## src/rtl/wyswietlacz_multipleksowany_n.sv

```systemverilog
// N-digit multiplexed common-anode seven-segment driver with a sequential
// shift-and-add-3 binary-to-BCD converter, load/ready handshake, leading-zero
// blanking, per-digit decimal points and overflow indication.
module wyswietlacz_multipleksowany_n #(
  parameter int unsigned LICZBA_CYFR       = 4,
  parameter int unsigned SZEROKOSC         = 14,
  parameter int unsigned OKRES_ODSWIEZANIA = 100000,
  parameter bit          WYGASZANIE_ZER    = 1'b1
) (
  input  logic                   clk,
  input  logic                   rst,
  input  logic [SZEROKOSC-1:0]   wartosc,
  input  logic [LICZBA_CYFR-1:0] kropka,
  input  logic                   zapis,
  output logic                   gotowy,
  output logic [7:0]             seven_segmented_display,
  output logic [LICZBA_CYFR-1:0] zalaczony_wyswietlacz
);

  localparam int unsigned N    = LICZBA_CYFR;
  localparam int unsigned W    = SZEROKOSC;
  localparam int unsigned BcdW = 4 * N;
  localparam int unsigned CntW = $clog2(OKRES_ODSWIEZANIA);
  localparam int unsigned IdxW = (N > 1) ? $clog2(N) : 1;
  localparam int unsigned BitW = $clog2(W + 1);

  function automatic int unsigned max_wartosc(input int unsigned cyfry);
    int unsigned p;
    p = 1;
    for (int unsigned i = 0; i < cyfry; i++) p = p * 10;
    return p - 1;
  endfunction

  localparam int unsigned MaxWartosc = max_wartosc(N);

  // Bits 7..1 = a..g, active low.
  function automatic logic [6:0] kod(input logic [3:0] n);
    case (n)
      4'd0:    kod = 7'b0000001;
      4'd1:    kod = 7'b1001111;
      4'd2:    kod = 7'b0010010;
      4'd3:    kod = 7'b0000110;
      4'd4:    kod = 7'b1001100;
      4'd5:    kod = 7'b0100100;
      4'd6:    kod = 7'b0100000;
      4'd7:    kod = 7'b0001111;
      4'd8:    kod = 7'b0000000;
      4'd9:    kod = 7'b0000100;
      default: kod = 7'b1111111;
    endcase
  endfunction

  typedef enum logic [1:0] {StBezczynny, StKonwersja, StZapis} stan_e;

  stan_e            stan_q, stan_d;
  logic [W-1:0]     bin_q, bin_d;
  logic [BcdW-1:0]  bcd_q, bcd_d, bcd_adj;
  logic [BitW-1:0]  licz_q, licz_d;
  logic [N-1:0]     dp_sh_q, dp_sh_d;
  logic             ovf_sh_q, ovf_sh_d;
  logic [BcdW-1:0]  disp_bcd_q, disp_bcd_d;
  logic [N-1:0]     disp_dp_q, disp_dp_d;
  logic             disp_ovf_q, disp_ovf_d;
  logic             gotowy_q, gotowy_d;
  logic [CntW-1:0]  odsw_q, odsw_d;
  logic [IdxW-1:0]  idx_q, idx_d;
  logic             akt_q, akt_d;
  logic [7:0]       seg_q, seg_d;
  logic [N-1:0]     en_q, en_d;
  logic [N-1:0]     wygas;
  logic             zera;
  logic [3:0]       nibble;

  // State and data registers, synchronous reset aborts any conversion in flight.
  always_ff @(posedge clk) begin
    if (rst) begin
      stan_q     <= StBezczynny;
      bin_q      <= '0;
      bcd_q      <= '0;
      licz_q     <= '0;
      dp_sh_q    <= '0;
      ovf_sh_q   <= 1'b0;
      disp_bcd_q <= '0;
      disp_dp_q  <= '0;
      disp_ovf_q <= 1'b0;
      gotowy_q   <= 1'b1;
      odsw_q     <= '0;
      idx_q      <= '0;
      akt_q      <= 1'b0;
      seg_q      <= 8'hFF;
      en_q       <= '1;
    end else begin
      stan_q     <= stan_d;
      bin_q      <= bin_d;
      bcd_q      <= bcd_d;
      licz_q     <= licz_d;
      dp_sh_q    <= dp_sh_d;
      ovf_sh_q   <= ovf_sh_d;
      disp_bcd_q <= disp_bcd_d;
      disp_dp_q  <= disp_dp_d;
      disp_ovf_q <= disp_ovf_d;
      gotowy_q   <= gotowy_d;
      odsw_q     <= odsw_d;
      idx_q      <= idx_d;
      akt_q      <= akt_d;
      seg_q      <= seg_d;
      en_q       <= en_d;
    end
  end

  // Converter next-state logic.
  always_comb begin
    stan_d = stan_q;
    case (stan_q)
      StBezczynny: if (zapis) stan_d = StKonwersja;
      StKonwersja: if (licz_q == BitW'(1)) stan_d = StZapis;
      StZapis:     stan_d = StBezczynny;
      default:     stan_d = StBezczynny;
    endcase
  end

  // Ready is registered so it tracks the state the FSM is entering.
  always_comb begin
    gotowy_d = (stan_d == StBezczynny);
  end

  // Capture, shift-and-add-3 datapath and display register update.
  always_comb begin
    bin_d      = bin_q;
    bcd_d      = bcd_q;
    licz_d     = licz_q;
    dp_sh_d    = dp_sh_q;
    ovf_sh_d   = ovf_sh_q;
    disp_bcd_d = disp_bcd_q;
    disp_dp_d  = disp_dp_q;
    disp_ovf_d = disp_ovf_q;
    bcd_adj    = bcd_q;
    for (int i = 0; i < N; i++) begin
      if (bcd_q[4*i +: 4] >= 4'd5) bcd_adj[4*i +: 4] = bcd_q[4*i +: 4] + 4'd3;
    end
    case (stan_q)
      StBezczynny: begin
        if (zapis) begin
          bin_d    = wartosc;
          bcd_d    = '0;
          licz_d   = BitW'(W);
          dp_sh_d  = kropka;
          ovf_sh_d = ({{(32 - W){1'b0}}, wartosc} > MaxWartosc);
        end
      end
      StKonwersja: begin
        {bcd_d, bin_d} = {bcd_adj, bin_q} << 1;
        licz_d         = licz_q - BitW'(1);
      end
      StZapis: begin
        disp_bcd_d = bcd_q;
        disp_dp_d  = dp_sh_q;
        disp_ovf_d = ovf_sh_q;
      end
      default: ;
    endcase
  end

  // Refresh counter and digit index; index is "none" until the first wrap.
  always_comb begin
    odsw_d = odsw_q + CntW'(1);
    idx_d  = idx_q;
    akt_d  = akt_q;
    if (odsw_q == CntW'(OKRES_ODSWIEZANIA - 1)) begin
      odsw_d = '0;
      akt_d  = 1'b1;
      if (!akt_q || idx_q == IdxW'(N - 1)) idx_d = '0;
      else                                 idx_d = idx_q + IdxW'(1);
    end
  end

  // Digit i is blank when it and everything above it is zero with no DP.
  always_comb begin
    wygas = '0;
    zera  = 1'b1;
    for (int i = N - 1; i >= 0; i--) begin
      zera     = zera && (disp_bcd_q[4*i +: 4] == 4'd0) && !disp_dp_q[i];
      wygas[i] = WYGASZANIE_ZER && (i > 0) && zera;
    end
  end

  // Segment/enable pattern for the active digit, registered together.
  always_comb begin
    seg_d  = 8'hFF;
    en_d   = '1;
    nibble = disp_bcd_q[{idx_q, 2'b00} +: 4];
    if (akt_q) begin
      en_d[idx_q] = 1'b0;
      if (disp_ovf_q)        seg_d = 8'b11111101;
      else if (wygas[idx_q]) seg_d = 8'hFF;
      else                   seg_d = {kod(nibble), ~disp_dp_q[idx_q]};
    end
  end

  assign gotowy                  = gotowy_q;
  assign seven_segmented_display = seg_q;
  assign zalaczony_wyswietlacz   = en_q;

endmodule

```

## config.mk

```make
export PLATFORM = sky130hd
export DESIGN_NAME = wyswietlacz_multipleksowany_n
export DESIGN_NICKNAME = d
export VERILOG_FILES = /design/src/rtl/wyswietlacz_multipleksowany_n.sv
export SDC_FILE = /design/constraint.sdc
export NUM_CORES = 1
export LEC_CHECK = 0
export ABC_AREA = 1
export ABC_CLOCK_PERIOD_IN_PS = 1650
export CORE_ASPECT_RATIO = 1.75
export CORE_MARGIN = 1
export CORE_UTILIZATION = 53
export DETAILED_ROUTE_END_ITERATION = 16
export HOLD_SLACK_MARGIN = 0.06
export PLACE_DENSITY_LB_ADDON = 0.3
export SYNTH_ARGS = -nofsm -noshare
export SYNTH_HDL_FRONTEND = slang
export SYNTH_SLANG_ARGS = --single-unit
```

## constraint.sdc

```tcl
create_clock -name clk -period 1.65 [get_ports clk]
set_clock_uncertainty 0.15 [all_clocks]
set_input_delay 0.33 -clock clk [delete_from_list [all_inputs] [get_ports clk]]
set_output_delay 0.33 -clock clk [all_outputs]
set_load 0.005 [all_outputs]
```

==> results.cfg <==
[status]
status = finished with violations
violations = negative setup slack

[clocking]
tritoncts = done
numCtsBuffers = 9
cts.reportedPaths.clkPinSlew_ns = 0.06
root_buffer = clkbuf_16
clkLatencyLatePin_ns = 0.34
htreeDepth = 3
cts_max_path_buffers = 2
cts_sinks = 95

[floorplan]
io_pins = 34
fp.coreArea_sq_um = 8313
std_cell_rows = 44
start_util = 0.5443
die_h_microns = 124.2
die_area_sq_um = 8924
die_width_microns = 71.84

[synth]
synth_top_area_frac = 0.4204
avgSynthCellArea_sq_um = 7.345
synthArstFlopShare = 0
ys_top_cells_by_count = nand2_1, dfxtp_1, nor2_1
ys_types = 41
synth_edf_count = 0
synth_flop_cell = dfxtp_1
synth_most_common_cell = nand2_1
synthCells = 616
synth-seq-area-share = 0.4204
synth.top_cells.by_area = dfxtp_1, nand2_1, nor2_1, ha_1, a21oi_1
synth_area_sq_um = 4524
yosysTopAreaCell = dfxtp_1
syn-num-nets = 658
synth-seq-cells = 95
synth_warnings = 0

[critical_path]
cp-start-kind = flip-flop
critical_path_class = flip-flop to flip-flop
arrival_ns = 1.74
cp-end-kind = flip-flop
worstPathRequired_ns = 1.74
path_max_fanout = 7
cp-startpoint = idx_q[0]$_SDFFE_PP0P_
reg2reg_from = idx_q[0]$_SDFFE_PP0P_
rr_worst_depth = 10

[final_layout]
final_core_util = 0.6740
final_cells = 793
layout-drive-gt1-share = 0.1504
syn_to_final_growth_pct = 23.84
antenna_cells = 0
nets = 716

[pwr]
p_clk_frac = 0.404
pwr-share-seq = 0.513
vdd_drop_max_mv = 0.6561
power_density_nw_per_um2 = 834.1
p_leak_nw = 2.308
power_switching_mw = 1.104
intPower_mw = 3.570
pwr-share-comb = 0.083
power.share.switching = 0.2362

[placement]
routabilityCongestion = 0.9230
numPlacedInstances = 773
port_buffers = 33
place_ws_ns = -0.1126
place_hpwl_microns = 7158

[min_path]
hp-start = odsw_q[0]$_SDFF_PP0_
hold_path.class = flip-flop to flip-flop
whs_path_depth = 1

[global_route]
grt-ovfl-total = 0
grtUsageTotal = 0.2337
grt_max_degree = 29
grt_pass1_wl_microns = 16640
antenna_found_initial = 0
grt_pass1_vias = 4001

[timing]
tightest_slew_ns = 0.3101
finalCritPeriodShare = 1.001
hold_violations = 0
rsz0062_at_grt = true
whs_ns = 0.2937
fmax_mhz = 605.5
slew_headroom = 0.7932
setup_violations = 1
timing.final.max_slew_violations = 0
fin_ws_ns = -0.001585
fin_tns_setup_ns = -0.001585
period_needed_ns = 1.652

[detailed_routing]
dr.pass1.iters = 4
routedWlPerCell_microns = 12.77
dr_total_vias = 4146
drtIter0Drc = 192
wl_microns = 10130
ant_nets = 0
drc_errors = 0
viasPerCell = 5.228

[flow_run]
cap_violations = 0
-- stage by stage --
stage | cell area, sq um | power, mW
2_1_floorplan | 4531 | 2.687
3_3_place_gp | 5116 | 2.810
3_5_place_dp | 5116 | 2.823
4_1_cts | 5421 | 4.681
5_1_grt | 5603 | 4.844
6_report | 5603 | 4.674
-- critical path, cell delays in order (launching register included) --
cell and delay, ns:
dfxtp_4 0.45, buf_6 0.14, nand2_2 0.06, nand3_2 0.09, nand2_4 0.09, ha_4 0.16
nand3b_1 0.18, nand3_1 0.10, nand2_1 0.05, nand2_1 0.06, nand2_1 0.04
-- cell type report --
cell class	instances	area, sq um
timing repair buffer	63	600.6
clock buffer	11	242.7
multi-input combinational	440	2422
inverter	64	252.7
fill	703	2710
timing repair inverter	1	6.256
sequential	95	1912
tap	115	143.9
clock inverter	4	22.52
-- power by group through the flow --
| stage | combinational [mW] | clock, mW | sequential [mW] |
|---|---|---|---|
| finish | 0.388 | 1.89 | 2.40 |
| global placement | 0.364 | 0 | 2.45 |
| floorplan | 0.250 | 0 | 2.44 |
| detailed placement | 0.376 | 0 | 2.45 |
| global route | 0.433 | 2.01 | 2.41 |
| CTS | 0.381 | 1.91 | 2.39 |
-- cells in the final DEF, fill, tap and decap left out, types with 8 or more instances in the layout --
cell	count
nand2_1	136
dfxtp_1	89
nor2_1	73
inv_1	56
a21oi_1	52
o21ai_0	43
nand3_1	38
clkdlybuf4s50_1	31
buf_4	24
ha_1	18
nand2_4	9
clkbuf_16	9
nor2_2	8
-- per-layer routing --
layer  global-route usage  up-vias  part of all wire
li1                     -     2112                 -
met1               0.2230     1930              0.38
met2               0.4539       75              0.57
met3              0.03734       29             0.028
met4               0.1223        0             0.029
met5                    0        -                 0
-- repair_timing --
item / CTS / global route
buffers inserted: 0 / 2
resized for setup: 10 / 41
pin swaps: 3 / 10
setup endpoints to repair: 26 / 35
hold buffers: 0 / 0
gates cloned: 0 / 3
-- worst paths after layout --
kind	slack [ns]	endpoint
max	-0.002	seven_segmented_display[1]$_SDFF_PP1_
min	0.29	odsw_q[0]$_SDFF_PP0_
max reg2reg	-0.002	seven_segmented_display[1]$_SDFF_PP1_
min reg2reg	0.29	odsw_q[0]$_SDFF_PP0_
-- cells by family after synthesis --
| kind of cell | Yosys count | share of synthesized area |
|---|---|---|
| multiplexers | 1 | 0.004978 |
| flip-flops | 95 | 0.4204 |
| XOR/XNOR | 7 | 0.01355 |
| AO/OA/AOI/OAI | 112 | 0.1350 |
| buffers and inverters | 83 | 0.08102 |
| adder cells (fa/ha/maj) | 21 | 0.05807 |
| AND/OR/NAND/NOR | 297 | 0.2871 |
-- state kept, by name, indices dropped and copies added, names as in the netlist --
signal	count
bin_q	14
idx_q	2
stan_q	2
licz_q	4
gotowy	1
ovf_sh_q	1
seven_segmented_display	8
disp_bcd_q	16
disp_dp_q	4
akt_q	1
bcd_q	16
odsw_q	17
disp_ovf_q	1
dp_sh_q	4
zalaczony_wyswietlacz	4
No activity file was read; power rests on OpenSTA's default activity.
